### src/rtl/shiftbuffer_pkg.sv
// Shared constants for the elastic multi-lane shift buffer.
// Mode selectors and the occupancy-counter width helper.
package shiftbuffer_pkg;

  localparam int SB_RIGID    = 0;
  localparam int SB_COLLAPSE = 1;

  function automatic int sb_cnt_w(input int stages);
    return $clog2(stages + 1);
  endfunction

endpackage

### src/rtl/shiftbuffer_stage.sv
// One {data,valid} register of the delay line.
// Ports: i_load takes i_d/i_v, i_clr drops valid, otherwise hold; o_d/o_v state.
module shiftbuffer_stage
  import shiftbuffer_pkg::*;
#(
  parameter int p_bits = 16
) (
  input  logic              i_clk,
  input  logic              i_rst_n,
  input  logic              i_load,
  input  logic              i_clr,
  input  logic [p_bits-1:0] i_d,
  input  logic              i_v,
  output logic [p_bits-1:0] o_d,
  output logic              o_v
);

  logic [p_bits-1:0] r_d;
  logic              r_v;

  always_ff @(posedge i_clk or negedge i_rst_n) begin
    if (!i_rst_n) begin
      r_d <= '0;
      r_v <= 1'b0;
    end else begin
      if (i_load) r_d <= i_d;
      if (i_clr) r_v <= 1'b0;
      else if (i_load) r_v <= i_v;
    end
  end

  assign o_d = r_d;
  assign o_v = r_v;

endmodule

### src/rtl/shiftbuffer_elastic.sv
// Multi-lane registered delay line with ready, flush, occupancy count.
// Ports: in/in_valid/in_ready upstream, out/out_valid/i_stall downstream, o_count.
module shiftbuffer_elastic
  import shiftbuffer_pkg::*;
#(
  parameter int p_stages   = 7,
  parameter int p_width    = 8,
  parameter int p_lanes    = 2,
  parameter int p_collapse = SB_COLLAPSE
) (
  input  logic                           i_clk,
  input  logic                           i_rst_n,
  input  logic                           i_stall,
  input  logic                           i_flush,
  input  logic [p_lanes*p_width-1:0]     in,
  input  logic                           in_valid,
  output logic                           in_ready,
  output logic [p_lanes*p_width-1:0]     out,
  output logic                           out_valid,
  output logic [sb_cnt_w(p_stages)-1:0]  o_count
);

  localparam int BW = p_lanes * p_width;
  localparam int CW = sb_cnt_w(p_stages);
  localparam int LS = p_stages - 1;

  logic [BW-1:0]       w_d [p_stages];
  logic [p_stages-1:0] w_v;
  logic [p_stages-1:0] w_upd;
  logic                w_acc;
  logic                w_drn;
  logic [CW-1:0]       r_count;
  logic [CW-1:0]       w_cnt_nxt;

  genvar k;
  generate
    for (k = 0; k < p_stages; k++) begin : g_st
      // Stage k may take new content when the line is not stalled, or
      // (collapsing) when some stage at or beyond k is a bubble. This is
      // the unrolled form of the move chain, so there is no comb loop.
      if (p_collapse == SB_COLLAPSE) begin : g_col
        assign w_upd[k] = !i_stall || !(&w_v[LS:k]);
      end else begin : g_rig
        assign w_upd[k] = !i_stall;
      end

      if (k == 0) begin : g_head
        shiftbuffer_stage #(.p_bits(BW)) u_stage (
          .i_clk   (i_clk),
          .i_rst_n (i_rst_n),
          .i_load  (w_upd[k]),
          .i_clr   (i_flush),
          .i_d     (in),
          .i_v     (in_valid),
          .o_d     (w_d[k]),
          .o_v     (w_v[k])
        );
      end else begin : g_body
        shiftbuffer_stage #(.p_bits(BW)) u_stage (
          .i_clk   (i_clk),
          .i_rst_n (i_rst_n),
          .i_load  (w_upd[k]),
          .i_clr   (i_flush),
          .i_d     (w_d[k-1]),
          .i_v     (w_v[k-1]),
          .o_d     (w_d[k]),
          .o_v     (w_v[k])
        );
      end
    end
  endgenerate

  assign in_ready = w_upd[0];
  assign w_acc    = in_valid && w_upd[0];
  assign w_drn    = w_v[LS] && !i_stall;

  always_comb begin
    w_cnt_nxt = r_count;
    if (w_acc && !w_drn) w_cnt_nxt = r_count + CW'(1);
    else if (!w_acc && w_drn) w_cnt_nxt = r_count - CW'(1);
  end

  always_ff @(posedge i_clk or negedge i_rst_n) begin
    if (!i_rst_n) r_count <= '0;
    else if (i_flush) r_count <= '0;
    else r_count <= w_cnt_nxt;
  end

  assign out       = w_d[LS];
  assign out_valid = w_v[LS];
  assign o_count   = r_count;

endmodule

### config.mk
export PLATFORM = sky130hd
export DESIGN_NAME = shiftbuffer_elastic
export DESIGN_NICKNAME = d
export VERILOG_FILES = /design/src/rtl/shiftbuffer_pkg.sv /design/src/rtl/shiftbuffer_stage.sv /design/src/rtl/shiftbuffer_elastic.sv
export SDC_FILE = /design/constraint.sdc
export NUM_CORES = 1
export LEC_CHECK = 0
export CORE_AREA = 10 10 117 119
export CTS_CLUSTER_DIAMETER = 80
export CTS_CLUSTER_SIZE = 12
export DETAILED_ROUTE_END_ITERATION = 8
export DIE_AREA = 0 0 127 129
export PLACE_DENSITY = 0.69
export SYNTH_ARGS = -nofsm -noshare
export SYNTH_HDL_FRONTEND = slang
export SYNTH_SLANG_ARGS = --single-unit
export TNS_END_PERCENT = 50
### constraint.sdc
create_clock -name i_clk -period 3.1 [get_ports i_clk]
set_input_delay 0.62 -clock i_clk [delete_from_list [all_inputs] [get_ports i_clk]]
set_output_delay 0.62 -clock i_clk [all_outputs]
set_load 0.01 [all_outputs]
==> key figures, run 1 <==
Outcome
  • Run status: finished, final reports clean

Clock network
  • Deepest clock path buffer count: 2
  • Root buffer cell: clkbuf_16
  • Insertion delay to the later sink of the worst-skew pair: around 0.4 ns
  • Clock slew seen by the registers of the worst setup and hold paths: about 0.05 ns
  • Resized cells post-CTS: 0
  • Buffers inserted during post-CTS setup optimization: 0
  • Clock tree from TritonCTS: done
  • Cts-stage hold buffer count: 0
  • Clock sink total: ~120
  • Number of CTS-inserted buffers: 17
  • Maximum level of the CTS H-tree: 4

Floorplan
  • Starting utilization of the core area: 0.4128
  • Num ports: 42
  • Cell Rows: 39
  • Die Span X: 127 um
  • Core region area: roughly 11,000 sq um
  • Die height: 129 um
  • Die Area: approximately 16,000 sq um

STA
  • Final TNS setup: 0 ns
  • Final Hold Viols: 0
  • Final period util: 0.9222
  • Worst Tran Pin Value: between 0.6 and 0.7 ns
  • Achievable frequency: between 300 and 400 MHz
  • Slew margin rel.: 0.5629
  • Unrepaired setup endpoints after global routing: no
  • Final hold slack: between 0.2 and 0.25 ns
  • Worst clock skew on the final layout: between 0.008 and 0.009 ns
  • Fin crit period: around 2.9 ns
  • Count of pins over their slew limit: 0
  • Number of setup violations in the final report: 0

Pwr
  • Lkg Pwr: roughly 2.6 nW
  • Fraction of power spent switching nets: 0.2016
  • Internal power of the cells: 3.001 mW
  • Worst-case vdd ir drop: ~0.00036 V
  • Clock share of power: 0.493
  • Proportion of power drawn by combinational gates: 0.050
  • Cell area power density: between 600 and 700 nW/um^2
  • Power spent charging and discharging nets: between 0.7 and 0.8 mW
  • Seq pwr share: 0.457

Placement
  • Routability-driven placement congestion ratio: around 0.73
  • HPWL Detailed: about 5.4 mm
  • Port-buffer cells: between 40 and 50

Layout
  • Inserted Diodes: 0
  • Number of fill cells: around 980
  • Top library cells by usage in the layout, fill and taps aside: dfrtp_1 (122), mux2_2 (88), nand2_1 (53)
  • Fraction of final layout cells with drive strength greater than 1: 0.3342
  • Area delta synth->final: 24.90%
  • Number of nets in the final layout: approximately 400
  • Commonest non-fill, non-tap cell in the layout: dfrtp_1

Detailed routing
  • Average vias per placed instance: just under 5
  • Antenna viol nets, final: 0
  • Vias post-DR: between 2,000 and 3,000
  • Average wire per standard cell: roughly 14 um
  • Initial DRT Pass Iterations: 4
  • Remaining routing DRC violations: 0
  • Initial detailed-routing violation count: slightly above 80
  • Final Routed Wirelength: between 7 and 8 mm

Critical path
  • Cell with the biggest individual delay on the critical path: clkdlybuf4s50_1
  • Critical R2R Launch: g_st[4].g_body.u_stage.o_v$_DFFE_PN0P_
  • Cell seen most often among critical-path stages: clkdlybuf4s50_1
  • Critical path capture point: in_ready
  • Maximum net fanout on the critical path: 7
  • CP Launch Type: input port
  • Top cell family by delay on the critical path: buffers and inverters
  • Path depth of the worst reg2reg path: 6
  • Required @ worst endpoint: approximately 2.5 ns
  • Critical Path AT: ~2.2 ns
  • Worst Path Buf+Inv: 2
  • Crit path capture type: output port
  • Launch point of the worst path: i_stall
  • Worst-path cell chain: clkdlybuf4s50_1 -> nand2_1 -> or3_1 -> clkdlybuf4s50_1
  • Number of cells on the critical path: 4
  • Critical path class: in -> out
  • Maximum single-stage delay on the critical path: 0.60 ns
  • End of the worst register-to-register path: o_count[2]$_DFFE_PN0P_
  • Worst R2R Setup Slack: 0.92 ns

Global routing
  • Largest net degree at the start of global routing: 78
  • First-pass GRT wire length: approximately 13 mm
  • Via count of the first global-routing pass: roughly 2,700
  • Number of antenna violations at the first check in global routing: 0
  • Overall fraction of global-route tracks in use: 0.1022
  • Leftover overflow at the end of global routing: 0

Hold path
  • Hold/Removal Path Class: in -> async

Synth
  • Proportion of synthesized chip area in sequential cells: 0.6533
  • Post-synth top area cell: dfrtp_1
  • Post-Syn Area: 4673 sq um
  • Syn Nets: roughly 350
  • Post-synthesis sequential element count: roughly 120
  • Avg Inst Size Synth: 14.34 sq um
  • Gate count after technology mapping: 326
  • Synth top area cells: dfrtp_1 (65%), mux2_2 (21%), nand2_1 (4.3%)
  • Number of synthesis warnings: 0
  • Distinct cell type count of the synthesized netlist: 32
  • Fraction of post-synthesis cell area in the top cell type by area: 0.6533

Run
  • Number of maximum-capacitance violations: 0
==> kinds of logic (layout without fill, tap and decap cells) <==
family | Yosys count | in the layout | share of synthesized area
flops | 122 | 122 | 0.6533
mux | 96 | 96 | 0.2313
simple gates | 80 | 80 | 0.07765
buf+inv | 16 | 85 | 0.01794
compound gates | 11 | 11 | 0.01553
fa+ha+maj | 1 | 1 | 0.004284
==> cell type report <==
class / count / area [sq um] / area share
tap: 143 / 178.9 / 0.03065
clock inverter: 8 / 65.06 / 0.01115
inverter: 5 / 18.77 / 0.003215
multi-input combinational: 188 / 1536 / 0.2632
timing repair buffer: 48 / 473.0 / 0.08103
sequential: 122 / 3053 / 0.5230
clock buffer: 24 / 511.7 / 0.08767
==> state kept, by name, indices dropped and copies added (netlist names) <==
name	cells
g_st.g_body.u_stage.o_d	96
g_st.g_body.u_stage.o_v	6
g_st.g_head.u_stage.o_d	16
g_st.g_head.u_stage.o_v	1
o_count	3
==> layer usage <==
metal	wire length, um	global-route usage	part of all wire
met1	3819	0.1284	0.50
met2	3476	0.1513	0.45
met3	287	0.03943	0.037
met4	115	0.05023	0.015
met5	0	0	0
==> synth_stat cells (all sizes together) <==
| cell type | number |
|---|---|
| inv | 5 |
| a211o | 1 |
| and3 | 2 |
| nor3 | 5 |
| o311a | 1 |
| buf | 8 |
| clkbuf | 3 |
| nand3b | 1 |
| o21bai | 1 |
| nand3 | 2 |
| nand2 | 54 |
| fa | 1 |
| nand2b | 2 |
| dfrtp | 122 |
| nor2b | 1 |
| nand4 | 1 |
| nor3b | 1 |
| mux2 | 96 |
| o21a | 2 |
| nor2 | 10 |
| a21oi | 5 |
| or3 | 1 |
| o22ai | 1 |
==> power by group through the flow <==
stage | Sequential (mW) | Combinational (mW) | Clock, mW
2_1_floorplan | 1.74 | 0.0814 | 0
3_3_place_gp | 1.74 | 0.182 | 0
3_5_place_dp | 1.75 | 0.191 | 0
4_1_cts | 1.72 | 0.193 | 1.89
5_1_grt | 1.73 | 0.209 | 1.96
6_report | 1.72 | 0.187 | 1.85
==> how the worst min path moves through the flow <==
stage                                                   start                                        end  slack [ns]  cells past startpoint
finish                                                i_rst_n  g_st[0].g_head.u_stage.o_d[0]$_DFFE_PN0N_        0.21                      1
CTS                                                   i_rst_n  g_st[0].g_head.u_stage.o_d[0]$_DFFE_PN0N_        0.22                      1
global placement    g_st[5].g_body.u_stage.o_d[3]$_DFFE_PN0P_  g_st[5].g_body.u_stage.o_d[3]$_DFFE_PN0P_        0.44                      2
detailed placement  g_st[5].g_body.u_stage.o_d[7]$_DFFE_PN0P_  g_st[5].g_body.u_stage.o_d[7]$_DFFE_PN0P_        0.45                      2
global route                                          i_rst_n  g_st[0].g_head.u_stage.o_d[0]$_DFFE_PN0N_        0.25                      1
floorplan                                             i_rst_n  g_st[0].g_head.u_stage.o_d[0]$_DFFE_PN0N_        0.32                      0
==> through the flow <==
step,setup WS [ns],cells,area [sq um],power (mW),utilization
global route,0.1443,538,5837,3.902,0.5156
finish,0.2413,538,5837,3.758,0.5156
detailed placement,0.2426,506,5260,1.937,0.4646
floorplan,0.8465,326,4673,1.820,-
CTS,0.2376,538,5837,3.805,0.5156
global placement,0.3070,506,5260,1.925,0.4646
Power figures use the tool's default switching activity.
==> inputs of run 2 (changes only) <==
CAP_MARGIN = 40   (was default)
PLACE_DENSITY = 0.6   (was 0.69)
==> run 2 against run 1 <==
  * Clock skew shrank 0.0017 ns
  * Sequential power is essentially flat
  * Final area up 0.54%
  * Die area unchanged
  * Non-clock buffer count rose by 2
  * Critical path type unchanged
  * Largest power group unchanged
==> key figures, run 2 (synthesized netlist as in run 1, its figures left out) <==
Global routing
  • First-pass GRT wire length: 13.49 mm (was 13.38 mm)
  • Number of antenna violations at the first check in global routing: 0 (unchanged)
  • Via count of the first global-routing pass: 2,698 (was 2,689)
  • Leftover overflow at the end of global routing: 0 (unchanged)
  • Largest net degree at the start of global routing: 65 (was 78)
  • Overall fraction of global-route tracks in use: 0.1014 (was 0.1022)

Clock network
  • Buffers inserted during post-CTS setup optimization: 0 (unchanged)
  • Clock slew seen by the registers of the worst setup and hold paths: 0.05 ns (about the same)
  • Maximum level of the CTS H-tree: 4 (unchanged)
  • Clock tree from TritonCTS: done (unchanged)
  • Number of CTS-inserted buffers: 17 (unchanged)
  • Cts-stage hold buffer count: 0 (unchanged)
  • Root buffer cell: clkbuf_16 (unchanged)
  • Clock sink total: 122 (unchanged)
  • Insertion delay to the later sink of the worst-skew pair: 0.40 ns (was 0.41 ns)
  • Resized cells post-CTS: 0 (unchanged)
  • Deepest clock path buffer count: 2 (unchanged)

Critical path
  • CP Launch Type: input port (unchanged)
  • Maximum net fanout on the critical path: 7 (unchanged)
  • Critical path class: in -> out (unchanged)
  • Required @ worst endpoint: 2.48 ns (about the same)
  • Crit path capture type: output port (unchanged)
  • Critical Path AT: 2.24 ns (about the same)

Detailed routing
  • Initial DRT Pass Iterations: 4 (unchanged)
  • Average vias per placed instance: 4.787 (was 4.818)
  • Initial detailed-routing violation count: 101 (was 82)
  • Top sig layer: met4 (unchanged)
  • Vias post-DR: 2,585 (was 2,592)
  • WL met2: 3.272 mm (was 3.476 mm)
  • Routed length on met1: 3.900 mm (was 3.819 mm)
  • Antenna viol nets, final: 0 (unchanged)
  • Final Routed Wirelength: 7.669 mm (was 7.698 mm)
  • Average wire per standard cell: 14.20 um (was 14.31 um)
  • Met3 wirelength from detailed routing: 339 um (was 287 um)
  • Remaining routing DRC violations: 0 (unchanged)

Floorplan
  • Die Span X: 127 um (unchanged)
  • Cell Rows: 39 (unchanged)
  • Die Area: 16,380 sq um (unchanged)
  • Die height: 129 um (unchanged)
  • Core region area: 11,320 sq um (unchanged)
  • Starting utilization of the core area: 0.4128 (unchanged)
  • Num ports: 42 (unchanged)

STA
  • Number of setup violations in the final report: 0 (unchanged)
  • Slew margin rel.: 0.5378 (was 0.5629)
  • Fin crit period: 2.859 ns (about the same)
  • Final hold slack: 0.03272 ns (was 0.2100 ns)
  • Final Hold Viols: 0 (unchanged)
  • Worst Tran Pin Value: 0.6916 ns (was 0.6541 ns)
  • Achievable frequency: 349.7 MHz (was 349.8 MHz)
  • Count of pins over their slew limit: 0 (unchanged)
  • Worst clock skew on the final layout: 0.006658 ns (was 0.008331 ns)
  • Final TNS setup: 0 ns (unchanged)
  • Unrepaired setup endpoints after global routing: no (unchanged)
  • Final period util: 0.9223 (was 0.9222)

Layout
  • Inserted Diodes: 0 (unchanged)
  • Flip-flop count of the largest register after layout: 96 (unchanged)
  • Post-Layout Cell Count: 540 (was 538)
  • Number of fill cells: 985 (was 976)
  • Number of nets in the final layout: 406 (was 404)
  • Post-route core utilization: 0.5183 (was 0.5156)
  • Fraction of final layout cells with drive strength greater than 1: 0.3325 (was 0.3342)
  • Top library cells by usage in the layout, fill and taps aside: dfrtp_1 (122), mux2_2 (88), nand2_1 (53) (unchanged)
  • Area delta synth->final: 25.57% (was 24.90%)
  • Commonest non-fill, non-tap cell in the layout: dfrtp_1 (unchanged)

Run
  • Number of maximum-capacitance violations: 0 (unchanged)

Outcome
  • Run status: finished, final reports clean (unchanged)

Placement
  • Cells after DPL: 508 (was 506)
  • Port-buffer cells: 41 (unchanged)
  • Routability-driven placement congestion ratio: 0.6977 (was 0.7303)
  • HPWL Detailed: 5.262 mm (was 5.376 mm)

Pwr
  • Lkg Pwr: 2.564 nW (was 2.552 nW)
  • Cell area power density: 645.5 nW/um^2 (was 643.9 nW/um^2)
  • Worst-case vdd ir drop: 0.0003493 V (was 0.0003644 V)

Hold path
  • Hold/Removal Path Class: in -> async (unchanged)
run 2: changes by cell type in the layout (fill, tap and decap cells not counted), sizes merged:
cell | before | now
buf | 8 | 10
bufinv | 1 | 2
clkbuf | 24 | 23
run 2: final timing paths:
path                                                            start                                    endpoint  slack, ns  cells after the start
max                                                           i_stall                                    in_ready       0.24                      4
min                                                           i_rst_n   g_st[0].g_head.u_stage.o_d[0]$_DFFE_PN0N_       0.03                      1
max reg2reg                    g_st[4].g_body.u_stage.o_v$_DFFE_PN0P_                      o_count[2]$_DFFE_PN0P_       0.99                      6
min reg2reg                g_st[5].g_body.u_stage.o_d[14]$_DFFE_PN0P_  g_st[5].g_body.u_stage.o_d[14]$_DFFE_PN0P_       0.46                      2
max in group asynchronous                                     i_rst_n   g_st[6].g_body.u_stage.o_d[8]$_DFFE_PN0P_       2.30                      3
min in group i_clk         g_st[5].g_body.u_stage.o_d[14]$_DFFE_PN0P_  g_st[5].g_body.u_stage.o_d[14]$_DFFE_PN0P_       0.46                      2
run 2: metal layers:
metal  global-route usage  vias up
met2               0.1397       50
met5                    0        -
met4              0.05425        0
met3              0.03901       11
met1               0.1342     1280
li1                     -     1244
run 2: layout make-up:
cell class / instances / area [sq um] / share of cell area
Inverter: 5 / 18.77 / 0.003198
Tap cell: 143 / 178.9 / 0.03049
Clock inverter: 9 / 95.09 / 0.01620
Timing Repair Buffer: 50 / 508.0 / 0.08657
Clock buffer: 23 / 478.0 / 0.08145
Multi-Input combinational cell: 188 / 1536 / 0.2618
Sequential cell: 122 / 3053 / 0.5203
run 2: through the flow:
step / total power [mW] / worst slack, ns / instance area [sq um]
floorplan: 1.820 / 0.8465 / 4673
global placement: 1.929 / 0.3035 / 5268
detailed placement: 1.942 / 0.2538 / 5295
CTS: 3.838 / 0.2432 / 5868
global route: 3.937 / 0.1458 / 5868
finish: 3.788 / 0.2408 / 5868
run 2: critical path: stages:
cell and delay (ns):
clkdlybuf4s50_1 0.60, nand2_1 0.11, or3_1 0.40, clkdlybuf4s50_1 0.50
run 2: report_power, final:
group | internal, mW | switching [mW]
clock network | 1.24 | 0.643
registers | 1.68 | 0.0433
logic | 0.112 | 0.0791
==> inputs of run 3 (changes only) <==
SETUP_SLACK_MARGIN = 0.5   (was default)
clock period = 3.65 ns   (was 3.1 ns; I/O delays follow)
==> run 3 against run 2 <==
  * Setup slack improved by 0.32 ns
  * Total power down 18%
  * Critical path depth stayed put
  * Clock skew increased by 0.0021 ns
  * Die area unchanged
  * Clock power fell by 21%
  * Sequential power fell by 15%
  * Utilization shrank 0.45 points
  * Clock-buffer cell count grew 3
  * Sequential share of layout area up 0.46 points
  * Routed wire length is 2.1% lower
  * Final area is 0.87% lower
  * Critical endpoint unchanged
  * Largest cell class unchanged
  * Highest routed layer unchanged
==> key figures, run 3 (synthesized netlist as in run 1, its figures left out) <==
STA
  • Final Hold Viols: 0 (unchanged)
  • Fin crit period: 3.091 ns
  • Worst Tran Pin Value: 0.6843 ns (was 0.6916 ns)
  • Slew margin rel.: 0.5427 (was 0.5378)
  • Worst clock skew on the final layout: 0.008767 ns (was 0.006658 ns)
  • Count of pins over their slew limit: 0 (unchanged)
  • Final period util: 0.8469
  • Achievable frequency: 323.5 MHz
  • Number of setup violations in the final report: 0 (unchanged)
  • Final TNS setup: 0 ns (unchanged)
  • Unrepaired setup endpoints after global routing: no (unchanged)

Clock network
  • Clock slew seen by the registers of the worst setup and hold paths: 0.05 ns (about the same)
  • Maximum level of the CTS H-tree: 4 (unchanged)
  • Root buffer cell: clkbuf_16 (unchanged)
  • Deepest clock path buffer count: 2 (unchanged)
  • Insertion delay to the later sink of the worst-skew pair: 0.41 ns (was 0.40 ns)
  • Clock tree from TritonCTS: done (unchanged)
  • Resized cells post-CTS: 0 (unchanged)
  • Number of CTS-inserted buffers: 17 (unchanged)
  • Buffers inserted during post-CTS setup optimization: 0 (unchanged)
  • Clock sink total: 122 (unchanged)
  • Cts-stage hold buffer count: 0 (unchanged)

Detailed routing
  • Initial detailed-routing violation count: 124 (was 101)
  • Initial DRT Pass Iterations: 4 (unchanged)
  • Average wire per standard cell: 13.98 um (was 14.20 um)
  • Average vias per placed instance: 4.810 (was 4.787)
  • Final Routed Wirelength: 7.507 mm (was 7.669 mm)
  • Antenna viol nets, final: 0 (unchanged)
  • Vias post-DR: 2,583 (was 2,585)
  • Remaining routing DRC violations: 0 (unchanged)

Pwr
  • Power consumption: 3.100 mW (was 3.788 mW)
  • Worst-case vdd ir drop: 0.0003257 V (was 0.0003493 V)
  • Lkg Pwr: 2.531 nW (was 2.564 nW)
  • Cell area power density: 533.0 nW/um^2 (was 645.5 nW/um^2)

Layout
  • Area delta synth->final: 24.47% (was 25.57%)
  • Number of fill cells: 1,000 (was 985)
  • Top library cells by usage in the layout, fill and taps aside: dfrtp_1 (122), mux2_2 (88), nand2_1 (53) (unchanged)
  • Flip-flop count of the largest register after layout: 96 (unchanged)
  • Inserted Diodes: 0 (unchanged)
  • Fraction of final layout cells with drive strength greater than 1: 0.3198 (was 0.3325)
  • Commonest non-fill, non-tap cell in the layout: dfrtp_1 (unchanged)
  • Number of nets in the final layout: 406 (unchanged)

Placement
  • HPWL Detailed: 5.380 mm (was 5.262 mm)
  • Port-buffer cells: 41 (unchanged)
  • Routability-driven placement congestion ratio: 0.7562 (was 0.6977)

Global routing
  • Overall fraction of global-route tracks in use: 0.1002 (was 0.1014)
  • Largest net degree at the start of global routing: 42 (was 65)
  • First-pass GRT wire length: 13.21 mm (was 13.49 mm)
  • Leftover overflow at the end of global routing: 0 (unchanged)
  • Number of antenna violations at the first check in global routing: 0 (unchanged)
  • Via count of the first global-routing pass: 2,622 (was 2,698)

Critical path
  • Critical Path AT: 2.36 ns (was 2.24 ns)
  • Worst-path cell chain: clkdlybuf4s50_1 -> nand2_1 -> or3_1 -> clkdlybuf4s50_1 (unchanged)
  • Maximum single-stage delay on the critical path: 0.60 ns (about the same)
  • Critical path class: in -> out (unchanged)
  • Worst Path Buf+Inv: 2 (unchanged)
  • CP Launch Type: input port (unchanged)
  • Required @ worst endpoint: 2.92 ns (was 2.48 ns)
  • Crit path capture type: output port (unchanged)
  • Cell seen most often among critical-path stages: clkdlybuf4s50_1 (unchanged)
  • Top cell family by delay on the critical path: buffers and inverters (unchanged)
  • Cell with the biggest individual delay on the critical path: clkdlybuf4s50_1 (unchanged)
  • Maximum net fanout on the critical path: 7 (unchanged)

Floorplan
  • Die Area: 16,380 sq um (unchanged)
  • Num ports: 42 (unchanged)
  • Die height: 129 um (unchanged)
  • Core region area: 11,320 sq um (unchanged)
  • Die Span X: 127 um (unchanged)
  • Cell Rows: 39 (unchanged)
  • Starting utilization of the core area: 0.4128 (unchanged)

Run
  • Number of maximum-capacitance violations: 0 (unchanged)

Hold path
  • Hold/Removal Path Class: in -> async (unchanged)

Outcome
  • Run status: finished, final reports clean (unchanged)
==> run 3: final cells by class <==
cell class / instances / area (sq um) / area share
sequential: 122 / 3053 / 0.5248
multi-input combinational: 188 / 1536 / 0.2641
timing repair buffer: 50 / 500.5 / 0.08604
clock buffer: 26 / 489.2 / 0.08410
tap: 143 / 178.9 / 0.03076
clock inverter: 3 / 40.04 / 0.006883
inverter: 5 / 18.77 / 0.003226
==> run 3: power breakdown <==
group          switching (mW)  internal (mW)  total (mW)
logic                  0.0670         0.0937       0.161
clock network           0.506          0.973        1.48
registers              0.0360           1.42        1.46
==> run 3: final timing paths <==
kind	slack (ns)	depth (start not counted)	start	end
setup / recovery	0.56	4	i_stall	in_ready
hold / removal	0.23	1	i_rst_n	g_st[0].g_head.u_stage.o_d[1]$_DFFE_PN0N_
max in group asynchronous	2.58	3	i_rst_n	g_st[3].g_body.u_stage.o_d[15]$_DFFE_PN0P_
hold reg to reg	0.46	2	g_st[5].g_body.u_stage.o_d[13]$_DFFE_PN0P_	g_st[5].g_body.u_stage.o_d[13]$_DFFE_PN0P_
setup reg to reg	1.52	6	g_st[4].g_body.u_stage.o_v$_DFFE_PN0P_	o_count[2]$_DFFE_PN0P_
min in group i_clk	0.46	2	g_st[5].g_body.u_stage.o_d[13]$_DFFE_PN0P_	g_st[5].g_body.u_stage.o_d[13]$_DFFE_PN0P_
==> run 3: worst reg2reg max path, delay by kind of cell (launching register included) <==
kind | cells | cell delay [ns]
AOI/OAI and AO/OA | 2 | 0.77
adders and majority gates | 1 | 0.44
and+or+nand+nor | 3 | 0.49
DFF | 1 | 0.39
==> run 3: metal layers <==
layer | vias to the layer above | track usage | wire length (um)
li1 | 1250 | - | -
met1 | 1274 | 0.1282 | 3675
met2 | 50 | 0.1379 | 3280
met3 | 9 | 0.03860 | 393
met4 | 0 | 0.06564 | 159
met5 | - | 0 | 0
==> run 3: stage by stage <==
step / hold WS [ns] / std cells / util / worst slack (ns) / cell area (sq um)
2_1_floorplan: 0.4331 / 326 / - / 1.286 / 4673
6_report: 0.2274 / 537 / 0.5138 / 0.5589 / 5817
4_1_cts: 0.2274 / 537 / 0.5138 / 0.5731 / 5817
3_3_place_gp: 0.4465 / 507 / 0.4653 / 0.6244 / 5268
5_1_grt: 0.2492 / 537 / 0.5138 / 0.5188 / 5817
3_5_place_dp: 0.4514 / 508 / 0.4671 / 0.5858 / 5288
==> RTL edit, RTL diff (flow settings as in run 1) <==
Register the output `o_count` once more, cleared by the reset; this adds one clock of latency there. The other outputs are not delayed to match.
--- a/src/rtl/shiftbuffer_elastic.sv
+++ b/src/rtl/shiftbuffer_elastic.sv
@@ -89,5 +89,11 @@
   assign out       = w_d[LS];
   assign out_valid = w_v[LS];
-  assign o_count   = r_count;
+  always_ff @(posedge i_clk or negedge i_rst_n) begin
+    if (!i_rst_n) begin
+      o_count <= '0;
+    end else begin
+      o_count <= r_count;
+    end
+  end
 
 endmodule
Function: changed (Yosys sat finds a counterexample within 4 cycles, from zero or initial values and one cycle with i_rst_n low).
==> RTL edit against run 1 <==
Sequential power grew 2%. Cell area increased by 1.8%. Power is 2.1% higher. Register-to-register slack gained 0.09 ns. Area after synthesis grew 1.8%. Worst setup slack lost 0.068 ns. Sequential cell count is 3 higher. Sequential share of layout area rose by 0.36 points. Routed wire length up 3.7%.
==> RTL edit: results (changes against run 1) <==
| Metric | Value |
|---|---|
| Clk Latency, worst-skew pair | 0.41 ns (about the same) |
| Worst slew pin tran | 0.5348 ns (-0.1192 ns) |
| Critical Path Max Stage Delay | 0.63 ns (+0.03 ns) |
| Sequential area share after synthesis | 65.77% (+0.44 points) |
| Post-CTS setup buffers | 0 (unchanged) |
| Clk slew on worst S/H paths | 0.05 ns (about the same) |
| Largest net degree at the start of global routing | 64 (-18%) |
| Critical Path AT | 2.31 ns (+0.07 ns) |
| Reg2Reg Setup Slack | 1.01 ns (+0.09 ns) |
| Synth cell types | 31 (-3.1%) |
| Total CTS buffers | 17 (unchanged) |
| Wire per inst | 14.72 um (+2.9%) |
| Synth cell count leaders | dfrtp_1 (125), mux2_2 (88), nand2_1 (52), mux2_1 (8), nor2_1 (8) |
| GPL Wtd Cong | 0.7241 (-0.85%) |
| Global-route wire length before repair | 14040 um (+4.9%) |
| Number of flip-flops in the largest register | 96 (unchanged) |
| Run status | finished clean |
| Mapped Nets | 351 (+0.86%) |
| Post-synthesis adder-cell area fraction | 0.4209% (-0.0074 points) |
| XOR/XNOR Fraction of Synth Area | 0% (unchanged) |
| Peak supply drop | 0.4116 mV (+13%) |
| Top post-synthesis cells by area | dfrtp_1 (66%), mux2_2 (21%), nand2_1 (4.1%) |
| Nets | 408 (+0.99%) |
| R2R depth | 6 (unchanged) |
| Area fraction in compound gates after synthesis | 1.526% (-0.027 points) |
| Clock H-tree levels | 4 (unchanged) |
| Number of global-route vias before repair | 2843 (+5.7%) |
| Top FF cell, synth | dfrtp_1 |
| Critical path peak fanout | 7 (unchanged) |
| Top-area cell type share of the netlist area | 65.77% (+0.44 points) |
| Placed Area | 5363 um2 (+2.0%) |
| Initial DRC Count | 134 (+63%) |
| Clock skew | 0.009429 ns (+0.001098 ns) |
| Layout cells sized above 1 | 33.83% (+0.42 points) |
| RR Endpoint | r_count[2] |
| Static Leak | 2.582 nW (+1.2%) |
| Via density | 4.893 (+1.6%) |
| 1st-pass router iterations | 4 (unchanged) |
| HPWL after DPL | 5590 um (+4.0%) |
| Reg2reg start | g_st[6].g_body.u_stage.o_v |
| Mux contribution to synthesized area | 22.73% (-0.40 points) |
| Initial antenna violation count | 0 (unchanged) |
| # resized after CTS | 0 (unchanged) |
| Root buffer cell | clkbuf_16 |
| Total GRT Usage | 10.64% (+0.42 points) |
| I/O Buffers | 41 (unchanged) |
-- RTL edit: kinds of logic after synthesis --
logic type               Yosys count
adder cells (fa/ha/maj)            1
multiplexers                      96
AO/OA/AOI/OAI                     11
buffers and inverters             16
AND/OR/NAND/NOR                   80
flip-flops                       125
-- RTL edit: layout make-up --
cell class,count,area (um2)
tap,143,178.9
fill,999,5381
timing repair buffer,49,493.0
clock buffer,20,456.7
multi-input combinational,188,1544
clock inverter,12,120.1
sequential,125,3128
inverter,5,18.77
-- RTL edit: per-layer routing --
metal	track usage, %	up-vias	share of wire, %
li1	-	1257	-
met1	13.28	1331	48
met2	16.01	49	46
met3	3.368	15	3.5
met4	6.095	0	2.2
met5	0	-	0
-- RTL edit: power by group --
part           internal [mW]  switching, mW  leakage, nW
clock network           1.21          0.672        0.277
registers               1.72         0.0458         1.48
logic                  0.108         0.0802        0.825
total                   3.04          0.798         2.58
-- RTL edit: worst max path at each step --
stage / slack (ns) / start / depth (start not counted) / end
floorplan: 0.85 / i_stall / 7 / r_count[2]
global placement: 0.24 / i_stall / 4 / in_ready
detailed placement: 0.19 / i_stall / 4 / in_ready
CTS: 0.17 / i_stall / 4 / in_ready
global route: 0.13 / i_stall / 4 / in_ready
finish: 0.17 / i_stall / 4 / in_ready
-- RTL edit: critical path, delay by kind of cell --
| kind | cells | cell delay (ns) |
|---|---|---|
| buffers and inverters | 2 | 1.15 |
| AND/OR/NAND/NOR | 2 | 0.53 |
-- RTL edit: per-stage QoR --
stage	hold WS [ns]	setup WS, ns	std cells	util, %	power (mW)
final	0.1940	0.1728	542	52.46	3.837
after global routing	0.2238	0.1285	542	52.46	3.989
after CTS	0.1991	0.1696	542	52.46	3.894
after detailed placement	0.4132	0.1886	510	47.37	1.985
after global placement	0.4037	0.2353	510	47.37	1.974
after floorplan	0.3244	0.8463	329	-	1.864
